==> src/rtl/grid_scan_pkg.sv <==
// Shared types and constants for the 8x8 row-scanned grid driver.
package grid_scan_pkg;

    localparam int unsigned GRID_W = 64;
    localparam int unsigned ROW_W  = 8;
    localparam int unsigned ROW_CW = $clog2(ROW_W);
    localparam int unsigned IDX_W  = $clog2(GRID_W);
    localparam int unsigned TMR_W  = 16;

    // Literals carry an ST_ prefix so they cannot collide with the GAP parameter.
    typedef enum logic [1:0] {
        ST_IDLE = 2'd0,
        ST_SCAN = 2'd1,
        ST_GAP  = 2'd2
    } state_t;

    // Byte for row r: row 0 occupies the top byte of the frame.
    function automatic logic [ROW_W-1:0] row_byte(input logic [GRID_W-1:0] f,
                                                  input logic [ROW_CW-1:0] r);
        logic [IDX_W-1:0] idx;
        idx = IDX_W'(GRID_W - 1) - {r, 3'b000};
        return f[idx -: ROW_W];
    endfunction

endpackage

==> src/rtl/grid_scan_timer.sv <==
// Loadable down-counter; terminal count while the count sits at zero.
module scan_timer
    import grid_scan_pkg::*;
(
    input  logic             i_clk,
    input  logic             i_rst_n,
    input  logic             i_load,
    input  logic [TMR_W-1:0] i_value,
    output logic             o_tc
);

    logic [TMR_W-1:0] r_count;

    // Load takes priority; otherwise count down and hold at zero.
    always_ff @(posedge i_clk or negedge i_rst_n) begin
        if (!i_rst_n) begin
            r_count <= '0;
        end else if (i_load) begin
            r_count <= i_value;
        end else if (r_count != '0) begin
            r_count <= r_count - 1'b1;
        end
    end

    assign o_tc = (r_count == '0);

endmodule

==> src/rtl/grid_scan.sv <==
// Row-scanned 8x8 grid driver with double-buffered frames and blanking gaps.
module grid_scan
    import grid_scan_pkg::*;
#(
    parameter int unsigned DWELL = 1000,
    parameter int unsigned GAP   = 16
) (
    input  logic              clk,
    input  logic              reset,
    input  logic [GRID_W-1:0] frame_in,
    input  logic              frame_valid,
    output logic              frame_ready,
    output logic [ROW_W-1:0]  row_sel,
    output logic [ROW_W-1:0]  col_data,
    output logic              frame_done
);

    // Timer is loaded with length-1 so each phase spans exactly its length.
    localparam logic [TMR_W-1:0] DWELL_LD = TMR_W'(DWELL - 1);
    localparam logic [TMR_W-1:0] GAP_LD   = TMR_W'(GAP - 1);

    state_t              r_state;
    state_t              w_next;
    logic [ROW_CW-1:0]   r_row;
    logic [GRID_W-1:0]   r_active;
    logic [GRID_W-1:0]   r_pending;
    logic                r_pend_full;

    logic                w_accept;
    logic                w_tc;
    logic                w_load;
    logic [TMR_W-1:0]    w_ld_val;
    logic                w_boundary;

    assign w_accept   = frame_valid && frame_ready;
    assign w_boundary = (r_state == ST_GAP) && (r_row == ROW_CW'(ROW_W - 1)) && w_tc;

    scan_timer u_timer (
        .i_clk   (clk),
        .i_rst_n (reset),
        .i_load  (w_load),
        .i_value (w_ld_val),
        .o_tc    (w_tc)
    );

    // State register.
    always_ff @(posedge clk or negedge reset) begin
        if (!reset) begin
            r_state <= ST_IDLE;
        end else begin
            r_state <= w_next;
        end
    end

    // Next-state and timer reload decode.
    always_comb begin
        w_next   = r_state;
        w_load   = 1'b0;
        w_ld_val = DWELL_LD;
        case (r_state)
            ST_IDLE: begin
                if (w_accept) begin
                    w_next = ST_SCAN;
                    w_load = 1'b1;
                end
            end
            ST_SCAN: begin
                if (w_tc) begin
                    w_next   = ST_GAP;
                    w_load   = 1'b1;
                    w_ld_val = GAP_LD;
                end
            end
            ST_GAP: begin
                if (w_tc) begin
                    w_next = ST_SCAN;
                    w_load = 1'b1;
                end
            end
            default: w_next = ST_IDLE;
        endcase
    end

    // Frame buffers and row counter; the active buffer only changes at the row-7 boundary.
    always_ff @(posedge clk or negedge reset) begin
        if (!reset) begin
            r_row       <= '0;
            r_active    <= '0;
            r_pending   <= '0;
            r_pend_full <= 1'b0;
        end else begin
            if (r_state == ST_IDLE) begin
                if (w_accept) begin
                    r_active <= frame_in;
                    r_row    <= '0;
                end
            end else begin
                if (r_state == ST_GAP && w_tc) begin
                    r_row <= r_row + 1'b1;
                end
                // Accept implies the pending slot was empty, so it never races the swap.
                if (w_boundary && r_pend_full) begin
                    r_active    <= r_pending;
                    r_pend_full <= 1'b0;
                end
                if (w_accept) begin
                    r_pending   <= frame_in;
                    r_pend_full <= 1'b1;
                end
            end
        end
    end

    assign frame_ready = (r_state == ST_IDLE) || !r_pend_full;
    assign row_sel     = (r_state == ST_SCAN) ? (ROW_W'(1) << r_row) : '0;
    assign col_data    = (r_state == ST_SCAN) ? row_byte(r_active, r_row) : '0;
    assign frame_done  = w_boundary;

endmodule

==> config.mk <==
export PLATFORM = sky130hd
export DESIGN_NAME = grid_scan
export DESIGN_NICKNAME = d
export VERILOG_FILES = /design/src/rtl/grid_scan_pkg.sv /design/src/rtl/grid_scan_timer.sv /design/src/rtl/grid_scan.sv
export SDC_FILE = /design/constraint.sdc
export NUM_CORES = 1
export LEC_CHECK = 0
export CORE_UTILIZATION = 55
export DETAILED_ROUTE_END_ITERATION = 8
export GPL_TIMING_DRIVEN = 0
export PLACE_DENSITY_LB_ADDON = 0.15
export SKIP_LAST_GASP = 1
export SYNTH_ARGS = -nofsm -noshare
export SYNTH_HDL_FRONTEND = slang
export SYNTH_SLANG_ARGS = --single-unit
export TNS_END_PERCENT = 20
==> constraint.sdc <==
create_clock -name clk -period 2.53 [get_ports clk]
set_input_delay 0.759 -clock clk [delete_from_list [all_inputs] [get_ports clk]]
set_output_delay 0.759 -clock clk [all_outputs]
set_load 0.005 [all_outputs]
Yosys cells after proc, flatten, opt, wreduce, memory -nomap -nowiden --
Cells that the tools add are included.
Cells by class: bitwise logic cells 1, multiplexer cells 21, equality and inequality tests 6, shift operators 2, $add $sub $neg 3, reduce and logical (&&, ||, !) cells 20
Operators by type and width (count):
- 64-bit two-way mux | 3
- 71-bit by 7-bit indexed part select with 8-bit output | 1
- 16-bit two-way mux | 2
- 10-bit two-way mux | 2
- 16-bit logical NOT | 1
- 8-bit two-way mux | 2
- 16-bit nonzero test | 1
- 16-bit by 1-bit subtractor with 16-bit output, second input constant | 1
- 3-bit two-way mux | 3
- 2-bit AND reduction | 4
- 2-bit nonzero test | 4
- 1-bit by 3-bit left shift with 8-bit output, first input constant | 1
- 2-bit two-way mux | 3
- 2-bit != test, second input constant | 3
- 2-bit case mux with 3 select lines | 1
- 6-bit subtractor, first input constant | 1
- 1-bit logical AND | 5
- 1-bit two-way mux | 4
- 3-bit by 1-bit adder with 3-bit output, second input constant | 1
- 3-bit == test, second input constant | 1
- 3-bit AND reduction | 1
- 2-bit by 1-bit == test with 1-bit output, second input constant | 1
- 2-bit == test, second input constant | 1
- 2-bit logical NOT | 1
- 5 further kinds | 5
Word-level totals: input bits 67, output and inout bits 18, word-level logic and storage cells 59, register bits 150

Depth between registers and ports, before layout --
Gate-level depths: netlist of run 1.
depth in word-level cells 6, mapped depth 9, depth with buffers taken out 7

Modules after synthesis --
Synthesis of run 1 repeated with hierarchy kept, for this count alone.
Second synthesis, totals: cells, all modules 554, area total of the unflattened synthesis 7533.5 µm²
By module, submodules not included:
- grid_scan | seq. area each 3353.2 µm², times used 1, cells each 447, area each 6533.8 µm²
- scan_timer | seq. area each 400.4 µm², times used 1, cells each 107, area each 999.7 µm²

Worst setup path before layout of run 1 --
OpenSTA, ideal clock, no wires.
path kind reg2out, from reg u_timer.r_count[4], to out frame_done, slack 0.151 ns, required time 1.771 ns, path buffers 0, stages on the path, launching flop included 5, data arrival time 1.620 ns, cell sequence dfrtp_1 -> or4_4 -> nor3_4 -> and2b_2 -> and3_1
On the way: longest elaborated chain between the ends 2
Ends and longest elaborated chain:
- start, declared | line grid_scan_timer.sv:12 | logic [TMR_W-1:0] r_count;
- start signal, assigned | line grid_scan_timer.sv:19 | r_count <= i_value;
- start signal, assigned | line grid_scan_timer.sv:21 | r_count <= r_count - 1'b1;
- 16-bit logical NOT | line grid_scan_timer.sv:25 | assign o_tc = (r_count == '0);
- 1-bit logical AND | line grid_scan.sv:36 | assign w_boundary = (r_state == ST_GAP) && (r_row == ROW_CW'(ROW_W - 1)) && w_tc;
- end, declared | line grid_scan.sv:15 | output logic frame_done
No other way between the ends.

Final worst setup path of run 1 --
from reg r_row[0], to out row_sel[7]
On the way: longest elaborated chain between the ends 2
Ends and longest elaborated chain:
- start, declared | line grid_scan.sv:24 | logic [ROW_CW-1:0] r_row;
- start signal, assigned | line grid_scan.sv:99 | r_row <= r_row + 1'b1;
- 1-bit by 3-bit left shift with 8-bit output | line grid_scan.sv:115 | assign row_sel = (r_state == ST_SCAN) ? (ROW_W'(1) << r_row) : '0;
- 8-bit two-way mux | line grid_scan.sv:115
- end, declared | line grid_scan.sv:13 | output logic [ROW_W-1:0] row_sel,
No other way between the ends.

==> qor.csv, run 1 <==
metric,value,unit
synth_ff_type,dfrtp_1,
setup_viol,22,
grt_util_all_layers,27.9,%
ys.warnings.count,0,
portBuffers,84,
post-route-period-util,110,%
comb_power_share,7.2,%
p_int,4.33,mW
total_power,5.53,mW
worstRegToRegCells,9,
final_util,73.3,%
synth_nets,696,
clockRootBuffer,clkbuf_16,
fin_setup_tns,-2.41,ns
firstDrtPassIters,5,
r2r_slack,-0.03,ns
syn_avg_cell_area,11.8,um^2
post_dp_cell_area,8340,um^2
synthTopCellsByCount,"dfrtp_1 (150), nor2_1 (83), a21oi_1 (71)",
crit_path_end,row_sel[7],
die_x,117,um
synthCells,617,
seq_area_frac_synth,51.7,%
antenna_left,0,
synth-seq-cells,150,
timing.hold.ws,0.330,ns
rows,41,
cts_made_buffers,17,
drt_iter0_markers,376,
arrival,2.02,ns
ys_types,48,
fmax,360,MHz
timing.rr.end,r_active[18]$_DFFE_PN0P_,
status,finished with violations,
violations,setup timing,
fin_area,9330,um^2
clock_latency,0.43,ns
power_frac_clock,45.9,%
cts_tree,done,
cts-htree-levels,4,
synthTopCellsByArea,"dfrtp_1 (52%), mux2_2 (9.9%), mux2i_1 (9.2%)",
grt_pass1_vias,5461,
worst_hold_path_type,in -> async,
fin_skew,0.00901,ns
grt_pass1_wl,27700,um
ios,85,
synth_top_family_by_area,multiplexers,
synth.top_cell.area_share,51.7,%
synth-simple-area-share,10.3,%
initial_utilization,57.0,%
wl_per_cell,19.0,um
final_nets,822,
critical_path.max_fanout,3,
cts.sinks,150,
overflow,0,
yosysMostFrequentCell,dfrtp_1,
synth_compound_area_share,7.78,%
rsz0062_at_grt,yes,
crit_top_cell,ha_1,
crit_path_start,r_row[0]$_DFFE_PN0P_,
hold_viol_final,0,
cp.required,1.77,ns
maxSlewHeadroom,45.2,%
routed_wl,17600,um
grt_max_degree,78,
synthMuxAreaShare,24.1,%
drv_slew,0,
synth_enable_flop_cells,0,
layoutNonFillerInstCount,927,
yosys.area.top_type,dfrtp_1,
worstSetupPathType,reg -> out,
area_delta_synth_final,28.5,%
crit_path_max_incr_delay,0.44,ns
p_leak,4.03,nW
gp_congestion,0.884,
peakVddDrop,0.464,mV
drive_gt1_share,28.1,%
die_y,117,um
dr_total_vias,5341,
dp.cells,874,
critPathSlowestCell,clkdlybuf4s50_1,
ys_async_sr_fraction,100,%
cap_violations,0,
pwr-share-seq,47.0,%
antenna_cells,0,
netlist_area,7260,um^2
die-area,13700,um^2
r2r_start,u_timer.r_count[0]$_DFFE_PN0P_,
nFillCells,924,
crit_chain,buf_4 > ha_1 > ha_1 > and2_1 > clkdlybuf4s50_1,
p_per_area,593,nW/um^2
worstSetupStartpointType,flop,
antenna_found_initial,0,
dp_slack,-0.717,ns
drcViolationCount,0,
core_area,12700,um^2
fin_crit,2.78,ns
setup_slack,-0.248,ns
clkTransAtPathRegs,0.06,ns
synth_xor_xnor_area_share,1.21,%
clock_path_buffers,2,
swShare,21.7,%
end_kind,primary output,
worst_pin_slew,0.821,ns
switching_power,1.20,mW
synthAdderAreaFrac,2.07,%
vias_per_cell,5.76,
hpwl,12100,um
layer usage:
| layer | GRT usage (%) | vias to the layer above | part of all wire, % |
|---|---|---|---|
| li1 | - | 2435 | - |
| met1 | 35.2 | 2665 | 42 |
| met2 | 45.5 | 202 | 49 |
| met3 | 7.31 | 39 | 6.0 |
| met4 | 12.7 | 0 | 3.1 |
| met5 | 0 | - | 0 |
cell families after synthesis:
group | Yosys count
AOI/OAI and AO/OA | 100
xor gates and xnor gates | 10
adders and majority gates | 12
buffers and inverters | 43
DFF | 150
muxes | 147
and+or+nand+nor | 155
cells in the final DEF (no fill, tap or decap), types with 3 or more instances in the layout:
cell             netlist  layout
a21boi_2               0       8
a21oi_1               71      71
and2_1                 5       5
and3_1                 6       3
and3_4                 0       3
buf_2                 17      22
buf_4                  6      24
buf_6                  0       7
bufinv_16              0       3
clkbuf_1              13       7
clkbuf_16              0      19
clkbuf_8               0       3
clkdlybuf4s50_1        0      68
clkinv_2               0       4
clkinv_4               0       3
dfrtp_1              150     149
dlygate4sd2_1          0       5
ha_1                  12       7
ha_4                   0       4
inv_4                  0       3
mux2_2                64      64
mux2i_1               67      67
mux4_2                16      16
nand2_1               28      19
nand2_2                0       9
nor2_1                83      83
nor2b_1                4       4
nor3_1                 7       7
o21ai_0                4       4
xnor2_1                8       8
area by class of cell:
class / instances / area, um^2 / area share (%)
timing repair buffer: 107 / 1030 / 11.1
tap: 172 / 215 / 2.31
clock inverter: 12 / 153 / 1.64
sequential: 150 / 3750 / 40.3
multi-input combinational: 424 / 3430 / 36.7
clock buffer: 19 / 443 / 4.75
buffer: 36 / 269 / 2.88
inverter: 7 / 33.8 / 0.362
critical path, delay by kind of cell (launching register included):
family	cells	cell delay (ns)
buffers and inverters	2	0.60
adder cells (fa/ha/maj)	2	0.45
flip-flops	1	0.39
AND/OR/NAND/NOR	1	0.17
power by group through the flow:
stage          combinational (mW)  sequential (mW)  clock [mW]
2_1_floorplan               0.184             2.62           0
3_3_place_gp                0.383             2.63           0
3_5_place_dp                0.401             2.64           0
4_1_cts                     0.404             2.60        2.57
5_1_grt                     0.436             2.61        2.67
6_report                    0.396             2.60        2.54
state kept, by name (all words and copies together), names as in the netlist:
name	cells
r_active	64
r_pend_full	1
r_pending	64
r_row	3
r_state	2
u_timer.r_count	16
what timing repair did:
| action | CTS | global route |
|---|---|---|
| resized for setup | 109 | 11 |
| gates cloned | 1 | 0 |
| buffers inserted | 18 | 3 |
| hold buffers | 0 | 0 |
| pin swaps | 19 | 1 |
| setup endpoints to repair | 82 | 140 |
worst min path at each step:
stage	startpoint	slack, ns	end
3_3_place_gp	r_pending[50]$_DFFE_PN0P_	0.49	r_pending[50]$_DFFE_PN0P_
2_1_floorplan	reset	0.46	r_active[0]$_DFFE_PN0P_
5_1_grt	reset	0.41	u_timer.r_count[5]$_DFFE_PN0P_
4_1_cts	reset	0.37	u_timer.r_count[4]$_DFFE_PN0P_
3_5_place_dp	r_pending[56]$_DFFE_PN0P_	0.49	r_pending[56]$_DFFE_PN0P_
6_report	reset	0.33	u_timer.r_count[4]$_DFFE_PN0P_
Power figures use the tool's default switching activity.
==> inputs of run 2 (changes only) <==
--- a/config.mk
+++ b/config.mk
@@ -5,7 +5,7 @@
 export SDC_FILE = /design/constraint.sdc
 export NUM_CORES = 1
 export LEC_CHECK = 0
-export CORE_UTILIZATION = 55
+export CORE_UTILIZATION = 35
 export DETAILED_ROUTE_END_ITERATION = 8
 export GPL_TIMING_DRIVEN = 0
 export PLACE_DENSITY_LB_ADDON = 0.15
==> qor.csv, run 2 (same netlist as run 1, synthesis figures left out) <==
metric,value,unit,change
antenna_left,0,,unchanged
crit_chain,inv_2 > ha_4 > clkbuf_4 > and2_1 > clkdlybuf4s50_1,,
wl_per_cell,17.8,um,-6.6%
register_area,3760,um^2,about the same
switching_power,1.27,mW,+5.5%
area_delta_synth_final,30.2,%,
dp_slack,-0.797,ns,-0.0802 ns
arrival,2.01,ns,about the same
cap_violations,0,,unchanged
nFillCells,1879,,+100%
setup_slack,-0.243,ns,+0.00471 ns
p_int,4.16,mW,-4.1%
worstRegToRegCells,9,,unchanged
cts_tree,done,,
grt_pass1_vias,5418,,-0.79%
worstSetupStartpointType,flop,,
fin_setup_tns,-2.31,ns,+0.103 ns
critical_path.max_fanout,10,,+7
die-area,21300,um^2,+56%
crit_path_max_incr_delay,0.52,ns,+0.08 ns
maxSlewHeadroom,39.6,%,-5.7 points
die_y,146,um,+25%
ios,85,,unchanged
antenna_found_initial,0,,unchanged
gp_congestion,0.790,,-11%
fin_skew,0.0150,ns,+0.00598 ns
critPathSlowestCell,clkdlybuf4s50_1,,
drv_slew,0,,unchanged
cts-htree-levels,4,,unchanged
drcViolationCount,0,,unchanged
rows,52,,+27%
dr_total_vias,5233,,-2.0%
drt_iter0_markers,253,,-33%
grt_pass1_wl,29600,um,+6.6%
clkTransAtPathRegs,0.06,ns,about the same
worst_pin_slew,0.906,ns,+0.0849 ns
ctsHoldBuffers,0,,unchanged
hold_viol_final,0,,unchanged
comb_power_share,7.3,%,about the same
portBuffers,84,,unchanged
die_x,146,um,+25%
fin_area,9450,um^2,+1.3%
fmax,361,MHz,+0.17%
pwr-share-seq,47.8,%,+0.8 points
rsz0062_at_grt,yes,,
firstDrtPassIters,4,,-1
fin_crit,2.77,ns,-0.00471 ns
hpwl,13300,um,+10%
reg.largest.list,"r_active (64), r_pending (64), u_timer.r_count (16)",,
r2r_slack,0.03,ns,+0.06 ns
layout_common_cells,"dfrtp_1 (148), nor2_1 (83), a21oi_1 (71)",,
drive_gt1_share,29.5,%,+1.4 points
cts.sinks,150,,unchanged
antenna_cells,0,,unchanged
cp_num_buf_inv,3,,+1
core_area,20300,um^2,+60%
post_dp_cell_area,8460,um^2,+1.5%
worstSetupPathType,reg -> out,,
clock_latency,0.43,ns,about the same
swShare,23.4,%,+1.7 points
setup_viol,13,,-41%
clock_path_buffers,2,,unchanged
worst_hold_path_type,in -> async,,
cp.required,1.77,ns,about the same
cts_made_buffers,17,,unchanged
vias_per_cell,5.10,,-12%
grt_max_degree,98,,+26%
r2r_start,u_timer.r_count[0]$_DFFE_PN0P_,,
multiInputGateArea,3440,um^2,+0.37%
power_frac_clock,44.9,%,-1.0 points
grt_util_all_layers,18.2,%,-9.7 points
peakVddDrop,0.396,mV,-15%
final_nets,823,,+0.12%
timing.rr.end,r_active[33]$_DFFE_PN0P_,,
status,finished with violations,,
p_per_area,574,nW/um^2,-3.3%
post-route-period-util,110,%,-0.19 points
path_delay_family,buffers and inverters,,
clockRootBuffer,clkbuf_16,,
routed_wl,18200,um,+3.4%
initial_utilization,35.7,%,-21 points
end_kind,primary output,,
violations,setup timing,,
layout_commonest_cell,dfrtp_1,,
p_leak,4.01,nW,-0.47%
overflow,0,,unchanged
-- run 2: changes by cell type in the layout (fill, tap and decap cells not counted), sizes merged --
cell           before  now
clkdlybuf4s15       1    2
buf                56   60
dlymetal6s2s        1    0
clkdlybuf4s50      68   67
clkinv              7    6
dlygate4sd2         5    3
bufinv              3    1
clkinvlp            1    2
inv                 8   11
-- run 2: routing by layer --
layer	vias to the layer above	track usage, %	part of all wire [%]
met3	10	4.33	4.2
met1	2678	25.5	48
met2	98	28.1	47
met5	-	0	0
met4	0	4.84	1.1
li1	2447	-	-
-- run 2: worst max path at each step --
stage                                              start                         to  slack, ns  depth (start not counted)
after floorplan           u_timer.r_count[4]$_DFFE_PN0P_                 frame_done       0.15                          4
after global placement                             reset  r_pending[43]$_DFFE_PN0P_      -5.35                          1
after detailed placement            r_row[1]$_DFFE_PN0P_                col_data[6]      -0.80                          6
after CTS                 u_timer.r_count[2]$_DFFE_PN0P_                 frame_done      -0.25                          5
after global routing      u_timer.r_count[4]$_DFFE_PN0P_                 frame_done      -0.32                          5
final                             r_state[1]$_DFFE_PN0P_                 row_sel[3]      -0.24                          5
-- run 2: repair_timing --
item	in CTS	in global routing
cloned	1	0
gates resized for setup	127	4
pin swaps	22	1
setup buffers	20	2
endpoints found under the setup margin	80	139
-- run 2: metrics by stage --
step                      utilization [%]  hold slack (ns)  instances  power, mW
after CTS                            46.5            0.307       1025       5.50
final                                46.5            0.295       1027       5.42
after global placement               41.6            0.488        971       3.02
after global routing                 46.5            0.325       1027       5.65
after detailed placement             41.7            0.494        972       3.05
after floorplan                         -            0.463        617       2.80
-- run 2: final cells by class --
cell class / count / area share, %
timing repair buffer: 108 / 11.1
clock inverter: 13 / 1.28
clock buffer: 19 / 4.69
multi-input combinational: 424 / 36.4
sequential: 150 / 39.8
buffer: 36 / 2.85
tap: 270 / 3.58
inverter: 7 / 0.371
-- run 2: worst register-to-register path: cells and delay by family (launching register included) --
kind / cells / cell delay, ns
flops: 1 / 0.41
buf+inv: 3 / 0.64
fa+ha+maj: 1 / 0.20
compound gates: 2 / 0.44
simple gates: 3 / 0.73
-- run 2: power groups by stage --
stage	clock, mW	sequential (mW)	combinational, mW
floorplan	0	2.62	0.184
global placement	0	2.63	0.390
detailed placement	0	2.64	0.406
CTS	2.49	2.59	0.407
global route	2.60	2.61	0.437
finish	2.43	2.59	0.396
==> inputs of run 3 (changes only) <==
--- a/config.mk
+++ b/config.mk
@@ -5,8 +5,11 @@
 export SDC_FILE = /design/constraint.sdc
 export NUM_CORES = 1
 export LEC_CHECK = 0
+export CELL_PAD_IN_SITES_DETAIL_PLACEMENT = 1
+export CELL_PAD_IN_SITES_GLOBAL_PLACEMENT = 2
 export CORE_UTILIZATION = 35
 export DETAILED_ROUTE_END_ITERATION = 8
+export GPL_ROUTABILITY_DRIVEN = 0
 export GPL_TIMING_DRIVEN = 0
 export PLACE_DENSITY_LB_ADDON = 0.15
 export SKIP_LAST_GASP = 1
==> qor.csv, run 3 (same netlist as run 1, synthesis figures left out) <==
metric,value,unit,change
status,finished with violations,,
violations,setup timing,,
dr_total_vias,5273,,+0.76%
grt_util_all_layers,20.3,%,+2.1 points
arrival,2.01,ns,about the same
antenna_found_initial,0,,unchanged
dp.cells,972,,unchanged
initial_utilization,35.7,%,unchanged
ctsHoldBuffers,0,,unchanged
overflow,0,,unchanged
routed_wl,20300,um,+11%
cap_violations,0,,unchanged
layout_common_cells,"dfrtp_1 (147), nor2_1 (83), a21oi_1 (71)",,
peakVddDrop,0.421,mV,+6.2%
firstDrtPassIters,4,,unchanged
setup_slack,-0.241,ns,+0.00284 ns
wl_per_cell,19.7,um,+11%
drv_slew,0,,unchanged
clockRootBuffer,clkbuf_16,,
die_x,146,um,unchanged
die_y,146,um,unchanged
total_power,5.95,mW,+9.7%
p_int,4.65,mW,+12%
cts_tree,done,,
antenna_cells,0,,unchanged
grt_max_degree,88,,-10%
comb_power_share,6.7,%,-0.6 points
post-route-period-util,110,%,-0.11 points
fin_area,9650,um^2,+2.1%
cts-htree-levels,4,,unchanged
core_area,20300,um^2,unchanged
cp.required,1.77,ns,about the same
end_kind,primary output,,
maxSlewHeadroom,44.6,%,+5.0 points
swShare,21.8,%,-1.6 points
p_per_area,616,nW/um^2,+7.4%
grt_pass1_wl,33000,um,+12%
cts_made_buffers,17,,unchanged
reg.largest.list,"r_active (64), r_pending (64), u_timer.r_count (16)",,
dp_slack,-0.865,ns,-0.0677 ns
clkTransAtPathRegs,0.06,ns,about the same
p_leak,4.09,nW,+1.9%
hpwl,14500,um,+8.6%
setup_viol,13,,unchanged
cts.sinks,150,,unchanged
rsz0062_at_grt,yes,,
area_delta_synth_final,33.0,%,
worstSetupStartpointType,flop,,
clock_latency,0.42,ns,about the same
drive_gt1_share,30.9,%,+1.5 points
grt_pass1_vias,5927,,+9.4%
final_util,47.5,%,+0.99 points
vias_per_cell,5.12,,+0.47%
rows,52,,unchanged
nFillCells,2152,,+15%
die-area,21300,um^2,unchanged
ios,85,,unchanged
layoutNonFillerInstCount,1030,,+0.29%
post_dp_cell_area,8460,um^2,unchanged
clock_path_buffers,2,,unchanged
power_frac_clock,49.6,%,+4.7 points
worstSetupPathType,reg -> out,,
worst_hold_path_type,in -> async,,
antenna_left,0,,unchanged
hold_viol_final,0,,unchanged
drt_iter0_markers,262,,+3.6%
drcViolationCount,0,,unchanged
fin_skew,0.00815,ns,-0.00684 ns
final_nets,826,,+0.36%
switching_power,1.30,mW,+2.4%
worst_pin_slew,0.832,ns,-0.0749 ns
portBuffers,84,,unchanged
layout_commonest_cell,dfrtp_1,,
fmax,361,MHz,+0.10%
critical_path.max_fanout,5,,-5
fin_crit,2.77,ns,-0.00284 ns
pwr-share-seq,43.7,%,-4.1 points
run 3: changes by cell type in the layout (fill, tap and decap cells not counted), moves of 2 or more:
cell             change
buf_2                -2
inv_6                -2
ha_2                 -2
buf_4                +3
ha_4                 +3
bufinv_16            +5
clkdlybuf4s50_1      -2
buf_6                +2
nand2_1              -4
nand2_2              +4
clkinv_2             -2
run 3: repair_timing:
item | in CTS | in global routing
setup endpoints to repair | 126 | 82
pin swaps | 23 | 8
buffers inserted | 22 | 5
gates resized for setup | 151 | 4
gates cloned | 1 | 0
run 3: worst max-delay path, stage by stage (launching register included):
cell,delay (ns)
dfrtp_1,0.39
buf_6,0.13
buf_12,0.10
buf_12,0.12
mux4_2,0.54
nand2_2,0.10
a21boi_2,0.07
buf_2,0.13
run 3: per-stage QoR:
step           hold slack [ns]  TNS [ns]
2_1_floorplan            0.463         0
3_3_place_gp             0.489   -859.32
3_5_place_dp             0.495    -52.63
4_1_cts                  0.340     -2.76
5_1_grt                  0.353     -3.50
6_report                 0.311     -2.54
run 3: layout make-up:
class / instances / area (um^2) / share of cell area (%)
Clock buffer: 18 / 439 / 4.55
Buffer: 36 / 289 / 3.00
Timing Repair Buffer: 111 / 1060 / 11.0
Inverter: 7 / 37.5 / 0.389
Clock inverter: 14 / 244 / 2.53
Tap cell: 270 / 338 / 3.50
Multi-Input combinational cell: 424 / 3480 / 36.1
Sequential cell: 150 / 3760 / 38.9
run 3: final timing paths:
path                                                         to  slack [ns]                           start  depth (start not counted)
worst max-delay path                                col_data[4]       -0.24            r_row[0]$_DFFE_PN0P_                          7
min in group clk                      r_pending[34]$_DFFE_PN0P_        0.51       r_pending[34]$_DFFE_PN0P_                          1
max in group asynchronous             r_pending[31]$_DFFE_PN0P_        1.34                           reset                          2
worst min-delay path            u_timer.r_count[10]$_DFFE_PN0P_        0.31                           reset                          1
worst min register to register        r_pending[34]$_DFFE_PN0P_        0.51       r_pending[34]$_DFFE_PN0P_                          1
worst max register to register         r_active[62]$_DFFE_PN0P_        0.19  u_timer.r_count[0]$_DFFE_PN0P_                          9
run 3: power by group through the flow:
stage | Clock (mW) | Combinational (mW) | Sequential (mW)
5_1_grt | 3.11 | 0.448 | 2.62
6_report | 2.95 | 0.400 | 2.60
4_1_cts | 3.01 | 0.414 | 2.60
3_5_place_dp | 0 | 0.411 | 2.64
3_3_place_gp | 0 | 0.390 | 2.63
2_1_floorplan | 0 | 0.184 | 2.62
run 3: layer usage:
layer,part of all wire (%),GRT usage [%],routed length (um)
met1,43,25.5,8690
met2,51,35.2,10400
met3,3.4,3.35,690
met4,2.5,7.34,507
met5,0,0,0
